## config.mk

```make
export PLATFORM = sky130hd
export DESIGN_NAME = mux16_scan_ctrl
export DESIGN_NICKNAME = d
export VERILOG_FILES = /design/src/rtl/mux16_pkg.sv /design/src/rtl/mux16_settle_cnt.sv /design/src/rtl/mux16_scan_ctrl.sv
export SDC_FILE = /design/constraint.sdc
export NUM_CORES = 1
export LEC_CHECK = 0
export ABC_AREA = 1
export ABC_CLOCK_PERIOD_IN_PS = 4100
export CORE_MARGIN = 3
export CORE_UTILIZATION = 30
export CTS_BUF_LIST = sky130_fd_sc_hd__clkbuf_8
export CTS_CLUSTER_DIAMETER = 30
export DETAILED_ROUTE_END_ITERATION = 10
export GPL_TIMING_DRIVEN = 1
export HOLD_SLACK_MARGIN = 0.06
export PLACE_DENSITY = 0.6
export SLEW_MARGIN = 20
export SYNTH_ARGS = -nofsm -noshare
export SYNTH_HDL_FRONTEND = slang
export SYNTH_HIERARCHICAL = 1
export SYNTH_SLANG_ARGS = --single-unit
```

## constraint.sdc

```tcl
create_clock -name clk -period 4.1 [get_ports clk]
set_input_delay 0.82 -clock clk [delete_from_list [all_inputs] [get_ports clk]]
set_output_delay 0.82 -clock clk [all_outputs]
set_load 0.02 [all_outputs]
```

## src/rtl/mux16_pkg.sv

```systemverilog
`default_nettype none
// ---------------------------------------------------------------------------
// mux16_pkg : shared constants and state type for the 16-channel mux scanner
// Revision  : 1.0
// ---------------------------------------------------------------------------
package mux16_pkg;

  localparam int NUM_CH = 16;
  localparam int CH_W   = 4;
  localparam int DATA_W = NUM_CH;
  localparam int CNT_W  = 4;

  localparam logic [CH_W-1:0] LAST_CH = CH_W'(NUM_CH - 1);

  typedef enum logic [1:0] {
    IDLE   = 2'd0,
    SETTLE = 2'd1,
    SAMPLE = 2'd2
  } scan_state_t;

endpackage
`default_nettype wire

```

## src/rtl/mux16_settle_cnt.sv

```systemverilog
`default_nettype none
// ---------------------------------------------------------------------------
// mux16_settle_cnt : loadable down-counter with zero flag, loads SETTLE_CYCLES-1
// Revision         : 1.0
// ---------------------------------------------------------------------------
module mux16_settle_cnt
  import mux16_pkg::*;
#(
  parameter int SETTLE_CYCLES = 0
) (
  input  logic clk,
  input  logic rst_n,
  input  logic load,
  output logic zero
);

  localparam logic [CNT_W-1:0] LOAD_VAL =
    (SETTLE_CYCLES > 0) ? CNT_W'(SETTLE_CYCLES - 1) : '0;

  logic [CNT_W-1:0] cnt_q;
  logic [CNT_W-1:0] cnt_d;

  // Free-runs down to zero and parks there until the next load.
  always_comb begin
    cnt_d = cnt_q;
    if (load) begin
      cnt_d = LOAD_VAL;
    end else if (cnt_q != '0) begin
      cnt_d = cnt_q - CNT_W'(1);
    end
  end

  always_ff @(posedge clk or negedge rst_n) begin
    if (!rst_n) begin
      cnt_q <= '0;
    end else begin
      cnt_q <= cnt_d;
    end
  end

  assign zero = (cnt_q == '0);

endmodule
`default_nettype wire

```

## src/rtl/mux16_scan_ctrl.sv

```systemverilog
`default_nettype none
// ---------------------------------------------------------------------------
// mux16_scan_ctrl : walks the 16:1 mux select and assembles a 16-bit capture.
// Optional continuous scanning via macro MUX16_SCAN_CONT_EN (adds port cont).
// Revision        : 1.0
// ---------------------------------------------------------------------------
module mux16_scan_ctrl
  import mux16_pkg::*;
#(
  parameter int SETTLE_CYCLES = 0
) (
  input  logic              clk,
  input  logic              rst_n,
  input  logic              start,
  input  logic              abort,
`ifdef MUX16_SCAN_CONT_EN
  input  logic              cont,
`endif
  input  logic              mux_out,
  output logic [CH_W-1:0]   sel,
  output logic              busy,
  output logic [DATA_W-1:0] data_out,
  output logic              valid
);

  localparam bit NO_SETTLE = (SETTLE_CYCLES == 0);

  scan_state_t       state_q, state_d;
  logic [CH_W-1:0]   sel_q, sel_d;
  logic              busy_q, busy_d;
  logic              valid_q, valid_d;
  logic [DATA_W-1:0] data_q, data_d;
  logic [DATA_W-2:0] shadow_q, shadow_d;
  logic              cnt_load;
  logic              cnt_zero;
  logic              cont_en;

`ifdef MUX16_SCAN_CONT_EN
  assign cont_en = cont;
`else
  assign cont_en = 1'b0;
`endif

  mux16_settle_cnt #(
    .SETTLE_CYCLES(SETTLE_CYCLES)
  ) u_settle_cnt (
    .clk  (clk),
    .rst_n(rst_n),
    .load (cnt_load),
    .zero (cnt_zero)
  );

  always_comb begin
    state_d  = state_q;
    sel_d    = sel_q;
    busy_d   = busy_q;
    valid_d  = 1'b0;
    data_d   = data_q;
    shadow_d = shadow_q;
    cnt_load = 1'b0;

    case (state_q)
      IDLE: begin
        if (start) begin
          busy_d   = 1'b1;
          sel_d    = '0;
          state_d  = NO_SETTLE ? SAMPLE : SETTLE;
          cnt_load = !NO_SETTLE;
        end
      end
      SETTLE: begin
        if (cnt_zero) begin
          state_d = SAMPLE;
        end
      end
      SAMPLE: begin
        if (sel_q != LAST_CH) begin
          shadow_d[sel_q] = mux_out;
          sel_d           = sel_q + CH_W'(1);
          state_d         = NO_SETTLE ? SAMPLE : SETTLE;
          cnt_load        = !NO_SETTLE;
        end else begin
          data_d  = {mux_out, shadow_q};
          valid_d = 1'b1;
          sel_d   = '0;
          if (cont_en) begin
            state_d  = NO_SETTLE ? SAMPLE : SETTLE;
            cnt_load = !NO_SETTLE;
          end else begin
            busy_d  = 1'b0;
            state_d = IDLE;
          end
        end
      end
      default: begin
        state_d = IDLE;
        sel_d   = '0;
        busy_d  = 1'b0;
      end
    endcase

    // Abort overrides everything: in IDLE it just blocks a start, mid-scan it
    // discards the partial capture without touching data_out.
    if (abort) begin
      state_d  = IDLE;
      sel_d    = '0;
      busy_d   = 1'b0;
      valid_d  = 1'b0;
      data_d   = data_q;
      cnt_load = 1'b0;
    end
  end

  always_ff @(posedge clk or negedge rst_n) begin
    if (!rst_n) begin
      state_q  <= IDLE;
      sel_q    <= '0;
      busy_q   <= 1'b0;
      valid_q  <= 1'b0;
      data_q   <= '0;
      shadow_q <= '0;
    end else begin
      state_q  <= state_d;
      sel_q    <= sel_d;
      busy_q   <= busy_d;
      valid_q  <= valid_d;
      data_q   <= data_d;
      shadow_q <= shadow_d;
    end
  end

  assign sel      = sel_q;
  assign busy     = busy_q;
  assign valid    = valid_q;
  assign data_out = data_q;

endmodule
`default_nettype wire
```

-- Yosys cells after proc, flatten, opt, wreduce, memory -nomap -nowiden
Cells that the tools add are included.
- bits in read-only memories: 0
- bits of input ports: 5
- RAM bits: 0
- bits in latches: 0
- output and inout port bits: 22
- memories: 0
- register bits after elaboration: 43
- mux-type cells: 19
- bitwise gates (word level): 2
- reductions and logical operators: 9
- add/subtract/negate cells: 2
- $lt $le $gt $ge: 2
- $mul: 0
- divide/modulo/power cells: 0
- eq/ne operators: 7
- shift operators: 0
- operators by type and width (operator ; count):
    $bwmux W15 ; 1
    $mux W4 ; 3
    $pmux W4 S3 ; 1
    $ne A3 B3 Y1 const B ; 3
    $mux W2 ; 4
    $mux W1 ; 7
    $pmux W2 S3 ; 1
    $reduce_and A2 Y1 ; 3
    $reduce_and A3 Y1 ; 2
    $lt A4 B5 Y1 const B ; 1
    $add A4 B1 Y4 const B ; 1
    $demux W1 S4 ; 1
    $ge A4 B1 Y1 const B ; 1
    $logic_not A4 Y1 ; 1
    $ne A4 B4 Y1 const B ; 1
    $reduce_bool A4 Y1 ; 1
    $sub A4 B1 Y4 const B ; 1
    $pmux W1 S3 ; 1
    $eq A2 B1 Y1 const B ; 1
    $eq A2 B2 Y1 const B ; 1
    $logic_not A2 Y1 ; 1
    $ne A2 B2 Y1 const B ; 1
    $not A1 Y1 ; 2
    $logic_and A1 B1 Y1 ; 1

-- Longest topological paths before layout
- word-level depth: 5
- depth in mapped cells: 8
- depth with buffers taken out: 7

-- Worst setup path after synthesis
OpenSTA, ideal clock, no wires.
- path kind: register -> register
- from: register sel_q[0] (netlist: sel[0])
- to: register data_q[6] (netlist: data_out[6])
- arrival time: 1.329 ns
- clock period less this slack: 1.452 ns
- setup slack: 2.648 ns
- stages on the path, launching flop included: 6
- cells stage by stage: dfrtp_1 > ha_1 > nand3_4 > buf_2 > o21ai_0 > nand2_1
- word-level cells in the longest chain between the ends: 3
- ends and longest elaborated chain (what ; RTL line ; text):
    from (decl) ; mux16_scan_ctrl.sv:29 ; logic [CH_W-1:0] sel_q, sel_d;
    from (signal assigned) ; mux16_scan_ctrl.sv:124 ; sel_q <= sel_d;
    $ne A4 B4 Y1 ; mux16_scan_ctrl.sv:77 ; if (sel_q != LAST_CH) begin
    $not A1 Y1 (no line) ; n/a ;
    $reduce_and A3 Y1 (no line) ; n/a ;
    to (signal assigned) ; mux16_scan_ctrl.sv:127 ; data_q <= data_d;
    to (decl) ; mux16_scan_ctrl.sv:32 ; logic [DATA_W-1:0] data_q, data_d;
No other way between the ends.
A chain may end at the register's enable or synchronous reset.

-- Worst setup path after layout
- from: register sel_q[2] (netlist: sel[2])
- to: output sel[2]
- RTL lines (what ; RTL line ; text):
    to (decl) ; mux16_scan_ctrl.sv:20 ; output logic [CH_W-1:0] sel,
No word-level cell between the ends.

==> metrics.md <==
| Metric | Value |
|---|---|
| Final Skew | roughly 4.7 ps |
| Core area | 5610 µm² |
| Drt first pass iters | 4 |
| First-pass GRT wire length | roughly 6400 µm |
| Final-stage net count | 234 |
| Req. time, crit path | between 3000 and 4000 ps |
| Placed Area | just over 2000 µm² |
| PostCTS Resize Cnt | 0 |
| Crit path max-delay family | buffers and inverters |
| Setup TNS | 0 ps |
| Worst setup SP type | flip-flop |
| Total number of vias | 1385 |
| Max cap viols | 0 |
| Clk buf depth | 2 |
| Post-Place Worst Slack | between 1500 and 2000 ps |
| Critical path's slowest cell | clkdlybuf4s50_1 |
| Ant. Diodes | 0 |
| Ranking of synthesized cells by area | dfrtp_1, nand2_1, o21ai_0, nand3_1, nand4_1 |
| Seq pwr share | between 50% and 60% |
| Pint | 0.000608 W |
| Layout cells sized above 1 | under 10% |
| Run status | finished, final reports clean |
| Cells after Synth | between 200 and 250 |
| Crit path cell chain | clkdlybuf4s50_1 |
| Clk sinks | 38 |
| Cell depth of the worst setup path | 1 |
| Reg clk slew, reported paths | 70 ps |
| Most area-hungry cell type in the Yosys netlist | dfrtp_1 |
| Worst-Skew Late Latency | slightly below 300 ps |
| Critical path peak fanout | 12 |
| Crit path kind | reg -> out |
| Die H | just over 80 µm |
| Num rows | 27 |
| Util after Layout | between 30% and 40% |
| RSZ-0062 raised after global routing | no |
| Total GRT Usage | between 10% and 20% |
| Crit path DAT | between 1500 and 2000 ps |
| Leakage power | about 1.1 nW |
| Fin. Hold Viols | 0 |
| H-tree levels | 2 |
| Distinct cells, synth | 21 |
| Per-cell routed wire length | around 12 µm |
| PD cells | approximately 370 nW/µm² |
| Post-route DRC violation count | 0 |
| Slew Limit Fails | 0 |
| Dpl hpwl | between 2000 and 2500 µm |
| Final Instance Count excl. Fillers | just under 300 |
| Largest net degree at the start of global routing | 39 |
| # setup viols final | 0 |
| Area grow syn2layout | 21.9% |
| Routability Congestion | 0.767 |
| 1st-iter DRT viols | between 80 and 90 |
| Vias in the first global route | about 1400 |
| Tmin final | approximately 2400 ps |
| Total grt overflow | 0 |
| Syn avg cell area | 8.83 µm² |
| Die X | ~83 µm |
| I/O pin count | 27 |
| Post-Syn Nets | 210 |
| Routed wire length | approximately 3600 µm |
| Worst Path Buf+Inv | 1 |
| Worst setup margin | roughly 1700 ps |
| Ratio of final minimum period to clock period | between 50% and 60% |
| Routed Antenna Nets | 0 |
| FMAX | ~400 MHz |
| Initial core utilization | 31.7% |
| P_sw | roughly 0.00018 W |
| Hold_buf cts | 0 |
| Critical Path Max Stage Delay | ~700 ps |
| Placed Cells | just under 300 |
| Vias per cell | 4.66 |
| YS warnings | 6 |
| Worst vdd ir | around 0.12 mV |
| Root Driver | clkbuf_8 |
| Yosys top cell area share | 53.6% |
| Final instance area | roughly 2200 µm² |
| Relative slew slack | between 40 and 50% |
| R2R cell count | 6 |
| Worst-Margin Slew | ~830 ps |
| DIE AREA | 6880 µm² |
| Seq/Total Area, Yosys | approximately 54% |
| Port Buf Inserts | 26 |
| Sw Ratio | 23.2% |
| Post-synthesis register bit count | 38 |
| Comb pwr share | under 10% |
| Initial antenna violation count | 0 |
| Post-Syn Area | around 1800 µm² |
| Setup bufs post-CTS | 0 |
| CTS buffer count | 5 |
| CTS tree | yes |
| Worst Setup End Kind | output port |
| Hold path depth | 2 |
| Min-Delay Path Class | reg -> reg |
| Clock network fraction of total power | between 40% and 50% |
| Layout fillers | roughly 600 |
-- final timing paths --
kind | from | to | slack, ps
min reg2reg | shadow_q[14]$_DFFE_PN0P_ | shadow_q[14]$_DFFE_PN0P_ | 480
max in group asynchronous | rst_n | sel[0]$_DFFE_PN0P_ | 2950
max | sel[2]$_DFFE_PN0P_ | sel[2] | 1660
min | shadow_q[14]$_DFFE_PN0P_ | shadow_q[14]$_DFFE_PN0P_ | 480
max reg2reg | sel[0]$_DFFE_PN0P_ | shadow_q[8]$_DFFE_PN0P_ | 2460
min in group asynchronous | rst_n | valid$_DFF_PN0_ | 630
-- through the flow --
| stage | hold slack (ps) | total power, W |
|---|---|---|
| after floorplan | 442 | 0.000453 |
| after global placement | 456 | 0.000477 |
| after detailed placement | 461 | 0.000478 |
| after CTS | 479 | 0.000801 |
| after global routing | 503 | 0.000830 |
| final | 478 | 0.000791 |
-- tightest hold or removal path, cell delays in order, from the launching register on --
cell and delay, ps:
dfrtp_1 350, nand2_1 50, nand2_1 40
-- layer usage --
layer / vias up / routed length (µm) / global-route usage (%)
li1: 702 / - / -
met1: 643 / 1750 / 14.5
met2: 35 / 1580 / 18.1
met3: 5 / 186 / 2.88
met4: 0 / 60 / 4.90
met5: - / 0 / 0
-- cell families after synthesis --
logic type	synth area share [%]
flip-flops	53.6
adder cells (fa/ha/maj)	2.82
AND/OR/NAND/NOR	26.2
buffers and inverters	7.96
AO/OA/AOI/OAI	9.44
-- state kept, by name, indices dropped and copies added, names as in the netlist --
signal	flops
busy	1
data_out	16
sel	4
shadow_q	15
state_q	1
valid	1
-- power groups by stage --
stage | Clock [W] | Sequential [W] | Combinational (W)
floorplan | 0 | 0.000412 | 0.0000409
global placement | 0 | 0.000417 | 0.0000599
detailed placement | 0 | 0.000417 | 0.0000613
CTS | 0.000330 | 0.000410 | 0.0000612
global route | 0.000347 | 0.000413 | 0.0000693
finish | 0.000320 | 0.000410 | 0.0000599
-- cell type report --
type / count / area [µm²] / area share, %
repair buffers: 26 / 255 / 11.8
inverters: 18 / 72.6 / 3.35
flip-flops and latches: 38 / 951 / 43.9
well taps: 72 / 90.1 / 4.16
multi-input cells: 136 / 683 / 31.6
clock inverters: 1 / 30.0 / 1.39
clock buffers: 6 / 82.6 / 3.82
-- cell usage after synthesis --
master	number
o21ai_0	20
inv_4	2
nand3_4	1
nor2_8	2
buf_4	1
a21oi_1	2
nand4_1	10
nand3_1	14
clkbuf_1	1
clkinv_1	1
nor2_1	6
buf_2	4
ha_1	4
nor3_1	1
o21bai_1	3
dfrtp_1	38
nand2_1	66
buf_6	2
o21ai_1	7
inv_1	15
buf_8	1
-- cells in the final DEF, fill, tap and decap left out --
master,count
nand2_1,66
dfrtp_1,38
clkdlybuf4s50_1,25
o21ai_0,20
inv_1,15
nand3_1,14
nand4_1,10
o21ai_1,7
nor2_1,6
clkbuf_8,6
ha_1,4
o21bai_1,3
inv_4,2
nor2_8,2
a21oi_1,2
nand3_4,1
nor3_1,1
clkinv_1,1
bufinv_16,1
buf_2,1
Note: power is estimated with default switching activity, not from simulation.
